## src/rtl/uart_baud_ctrl.sv

```systemverilog
// Purpose: sequences a baud-rate change (drain UART traffic, pulse baud generator reset, settle, acknowledge).
// Latency: cfg_done 1 cycle after accept if rate unchanged, else 2+RST_CYCLES+SETTLE_CYCLES cycles after drain ends.
// Backpressure: cfg_ready low for the whole transaction; requests outside IDLE are ignored, never queued.
module uart_baud_ctrl #(
  parameter logic [19:0] DRAIN_TIMEOUT = 20'd1048575,
  parameter int          RST_CYCLES    = 4,
  parameter int          SETTLE_CYCLES = 16,
  parameter logic [1:0]  RESET_RATE    = 2'b00
) (
  input  logic       clk,
  input  logic       rst,
  input  logic       cfg_valid,
  input  logic [1:0] cfg_rate,
  output logic       cfg_ready,
  output logic       cfg_done,
  output logic       cfg_err,
  input  logic       tx_busy,
  input  logic       rx_busy,
  output logic       tx_hold,
  output logic [1:0] bd_rate,
  output logic       gen_rst
);

  // One phase counter serves both the reset pulse and the settle window.
  localparam int PH_MAX = (RST_CYCLES > SETTLE_CYCLES) ? RST_CYCLES : SETTLE_CYCLES;
  localparam int PH_W   = $clog2(PH_MAX + 1);

  // Last cycle of the gen_rst pulse, then one release cycle still inside GRST
  // so the generator sees reset drop before the settle window starts.
  localparam logic [PH_W-1:0] RST_LAST    = PH_W'(RST_CYCLES - 1);
  localparam logic [PH_W-1:0] RST_REL     = PH_W'(RST_CYCLES);
  localparam logic [PH_W-1:0] SETTLE_LAST = PH_W'(SETTLE_CYCLES - 1);
  localparam logic [19:0]     DRAIN_LAST  = DRAIN_TIMEOUT - 20'd1;

  typedef enum logic [2:0] {
    IDLE   = 3'd0,
    DRAIN  = 3'd1,
    GRST   = 3'd2,
    SETTLE = 3'd3,
    ACK    = 3'd4,
    ERR    = 3'd5
  } state_t;

  state_t          state;
  logic [1:0]      rate_q;
  logic [19:0]     drain_cnt;
  logic [PH_W-1:0] phase_cnt;

  // Control FSM; every output is a register updated alongside the state.
  always_ff @(posedge clk or negedge rst) begin
    if (!rst) begin
      state     <= IDLE;
      rate_q    <= RESET_RATE;
      drain_cnt <= '0;
      phase_cnt <= '0;
      cfg_ready <= 1'b0;
      cfg_done  <= 1'b0;
      cfg_err   <= 1'b0;
      tx_hold   <= 1'b0;
      bd_rate   <= RESET_RATE;
      gen_rst   <= 1'b0;
    end else begin
      // Completion pulses last exactly one cycle unless re-asserted below.
      cfg_done <= 1'b0;
      cfg_err  <= 1'b0;
      case (state)
        IDLE: begin
          cfg_ready <= 1'b1;
          if (cfg_valid && cfg_ready) begin
            cfg_ready <= 1'b0;
            rate_q    <= cfg_rate;
            if (cfg_rate == bd_rate) begin
              // Nothing to change: acknowledge without disturbing traffic.
              state    <= ACK;
              cfg_done <= 1'b1;
            end else begin
              state     <= DRAIN;
              tx_hold   <= 1'b1;
              drain_cnt <= '0;
            end
          end
        end
        DRAIN: begin
          // Both directions idle wins over an expiring timeout on the same edge.
          if (!tx_busy && !rx_busy) begin
            state     <= GRST;
            bd_rate   <= rate_q;
            gen_rst   <= 1'b1;
            phase_cnt <= '0;
          end else if (drain_cnt == DRAIN_LAST) begin
            state   <= ERR;
            cfg_err <= 1'b1;
            tx_hold <= 1'b0;
          end else begin
            drain_cnt <= drain_cnt + 20'd1;
          end
        end
        GRST: begin
          if (phase_cnt == RST_REL) begin
            state     <= SETTLE;
            phase_cnt <= '0;
          end else begin
            if (phase_cnt == RST_LAST) begin
              gen_rst <= 1'b0;
            end
            phase_cnt <= phase_cnt + 1'b1;
          end
        end
        SETTLE: begin
          if (phase_cnt == SETTLE_LAST) begin
            state    <= ACK;
            cfg_done <= 1'b1;
            tx_hold  <= 1'b0;
          end else begin
            phase_cnt <= phase_cnt + 1'b1;
          end
        end
        ACK, ERR: begin
          state     <= IDLE;
          cfg_ready <= 1'b1;
        end
        default: begin
          state     <= IDLE;
          cfg_ready <= 1'b0;
          tx_hold   <= 1'b0;
          gen_rst   <= 1'b0;
        end
      endcase
    end
  end

endmodule

```

## config.mk

```make
export PLATFORM = sky130hd
export DESIGN_NAME = uart_baud_ctrl
export DESIGN_NICKNAME = d
export VERILOG_FILES = /design/src/rtl/uart_baud_ctrl.sv
export SDC_FILE = /design/constraint.sdc
export NUM_CORES = 1
export LEC_CHECK = 0
export CAP_MARGIN = 20
export CELL_PAD_IN_SITES_DETAIL_PLACEMENT = 1
export CELL_PAD_IN_SITES_GLOBAL_PLACEMENT = 1
export CORE_MARGIN = 4
export CORE_UTILIZATION = 45
export DETAILED_ROUTE_END_ITERATION = 6
export PLACE_DENSITY = 0.75
export SLEW_MARGIN = 25
export SYNTH_ARGS = -nofsm -noshare
export SYNTH_HDL_FRONTEND = slang
export SYNTH_SLANG_ARGS = --single-unit
```

## constraint.sdc

```tcl
create_clock -name clk -period 2.7 [get_ports clk]
set_input_delay 0.405 -clock clk [delete_from_list [all_inputs] [get_ports clk]]
set_output_delay 0.405 -clock clk [all_outputs]
set_load 0.005 [all_outputs]
```

==> metrics.md <==
| Metric | Value |
|---|---|
| CP arrival | `between 2000 and 2500 ps` |
| Leading cell type in the layout, fill and taps excluded | `dfrtp_1` |
| Gr usage total | `21.0%` |
| Worst hold path type | `in -> async` |
| DIE AREA | `about 0.006 mm^2` |
| Metal-1 WL | `2790 um` |
| Detailed-route vias per instance | `6.13` |
| Ys async rst share | `100%` |
| Routed WL per cell | `18.6 um` |
| Initial core utilization | `~48%` |
| Pwr dens | `882 mW/mm^2` |
| CTS hold repair buffers | `0` |
| Via Count | `1888` |
| Minimum clock period | `2190 ps` |
| Non-filler cells, final | `308` |
| First-pass detailed-route iteration total | `4` |
| Clk_lat worst skew | `290 ps` |
| Placed Area | `0.00233 mm^2` |
| Worst r2r path cells | `5` |
| Final WS setup | `513 ps` |
| Yosys top cell area share | `43.2%` |
| Headroom to the max-slew limit | `43.6%` |
| Critical path capture point type | `flop` |
| Yosys warnings | `0` |
| Core area | `between 0.004 and 0.005 mm^2` |
| Vias in the first global route | `2003` |
| Gpl congestion | `0.818` |
| Clock sinks | `37` |
| Buffers on Ports | `13` |
| Area growth syn-to-layout | `12.7%` |
| Max Cap Viol | `0` |
| WS Path Type | `reg -> reg` |
| Leak pwr | `1.09 nW` |
| Pre-CTS setup slack | `roughly 420 ps` |
| Setup TNS | `0 ps` |
| Setup bufs post-CTS | `0` |
| Die height | `between 70 and 80 um` |
| Syn nets | `250` |
| Routed met2 length | `approximately 2600 um` |
| HPWL after DPL | `4120 um` |
| H-tree Lvls | `2` |
| DRT iter0 DRCs | `133` |
| Share of layout cells above drive strength 1 | `under 10%` |
| Metal3 WL | `332 um` |
| RSZ-0062 raised after global routing | `false` |
| Clock Skew | `4.03 ps` |
| Post-route DRC | `0` |
| Register bit total from synthesis | `37` |
| Placed Cells | `300` |
| Outcome | `completed` |
| Yosys top cell by area | `dfrtp_1` |
| Multi-input logic area | `between 0.001 and 0.0015 mm^2` |
| Worst-Margin Slew | `845 ps` |
| Netlist Area Pre-Place | `around 0.0021 mm^2` |
| Mapped Cells | `238` |
| CTS root buf | `clkbuf_8` |
| CTS Buf Count | `5` |
| Synth area leaders | `dfrtp_1 43%, nand2_1 5.3%, a21oi_1 4.2%` |
| Pin count of the biggest net entering global routing | `38` |
| Post-CTS Resized | `0` |
| FP Rows | `24` |
| CTS max path bufs | `2` |
| Slew Viols, Final | `0` |
| Syn_area_per_cell | `roughly 9 um^2` |
| Sequential share of the synthesized area | `43.2%` |
| Layout net count | `267` |
| Startpoint types | `flop` |
| Clock-pin transition on the worst setup and hold timing paths | `roughly 80 ps` |
| Worst endpoint required time | `2930 ps` |
| Fill cell count | `approximately 540` |
| Congestion Overflow GR | `0` |
| Antenna viol nets, final | `0` |
| Post-synth EDFFs | `0` |
| Most frequent cells in the layout | `37 x dfrtp_1, 30 x nand2_1, 18 x nor2_1, 18 x a21oi_1` |
| Seq. cell area | `926 um^2` |
| Period utilization | `81.0%` |
| Final setup vio count | `0` |
| Worst-path maximum fanout | `10` |
| Diodes inserted | `0` |
| Uppermost layer routed | `met4` |
| Die X | `approximately 77 um` |
| Initial antenna violation count | `0` |
| First-pass GRT wire length | `10000 um` |
| Hold Vio Cnt, Final | `0` |
| Upper clock frequency limit | `457 MHz` |
| Primary FF master, synth | `dfrtp_1` |
| IO Pins | `14` |
| Maximum vdd drop | `462 uV` |
| Fin area | `0.00242 mm^2` |
| Routed wire length | `5740 um` |
| Min Hold Slack | `216 ps` |
| CTS tree | `built` |
| Synth cell types | `48` |
[worst max-delay path: stages (launching register included)]
cell and delay (ps):
dfrtp_1 420, nand3_1 380, nor4_1 500, nand2b_1 220, and2_1 380, mux2_2 230
[cell type report]
class	count	share of cell area (%)
clock buffer	6	3.00
clock inverter	2	0.414
inverter	12	1.86
multi-input combinational	183	47.6
sequential	37	38.3
tap	52	2.69
timing repair buffer	16	6.11
[per-layer routing]
layer	GRT usage, %	vias up
met5	0	-
met4	4.80	0
met3	5.04	4
met2	32.2	45
met1	29.9	932
li1	-	907
[Yosys cell counts (2+ instances only)]
library cell and n:
nor2_1 18, o2bb2ai_1 2, nand3_1 12, o21ai_0 12, and4_1 2, mux2_2 5, nand2b_1 6, o31ai_1 2
ha_1 5, inv_1 11, a31oi_1 8, a21o_1 2, dfrtp_1 37, nor4_1 6, xnor2_1 3, mux2i_1 2
a21oi_1 18, xor2_1 2, nand4_1 6, and3_1 7, nor3b_1 4, clkbuf_1 5, nand2_1 30, o21ai_1 2
nor3_1 4, a211o_1 5
[kinds of logic after synthesis]
group	Yosys count	synth area share, %
and+or+nand+nor	107	27.7
AOI/OAI and AO/OA	59	17.4
DFF	37	43.2
buffers and inverters	18	3.21
muxes	7	3.56
xor gates and xnor gates	5	2.04
adders and majority gates	5	2.92
[flip-flops by register name, summed over array words and instances, names as in the netlist]
name	cells
rate_q	2
cfg_err	1
gen_rst	1
cfg_ready	1
state	3
cfg_done	1
phase_cnt	5
bd_rate	2
drain_cnt	20
tx_hold	1
[power breakdown]
part | switching [mW] | total [mW] | leakage [nW] | internal (mW)
logic | 0.524 | 0.884 | 0.557 | 0.360
clock network | 0.203 | 0.382 | 0.0450 | 0.179
registers | 0.186 | 0.865 | 0.488 | 0.680
[path summary, 6_finish.rpt]
path,slack (ps),from,end
max,510,drain_cnt[4],drain_cnt[0]
min,220,rst,drain_cnt[3]
max reg2reg,510,drain_cnt[4],drain_cnt[0]
min reg2reg,510,rate_q[1],bd_rate[1]
max in group asynchronous,1960,rst,drain_cnt[14]
min in group clk,510,rate_q[1],bd_rate[1]
[per-stage QoR]
stage | power, mW | util (%)
after floorplan | 1.41 | -
after global placement | 1.69 | 52.2
after detailed placement | 1.75 | 52.2
after CTS | 2.14 | 54.0
after global routing | 2.31 | 54.0
final | 2.13 | 54.0
No activity file was read; power rests on OpenSTA's default activity.
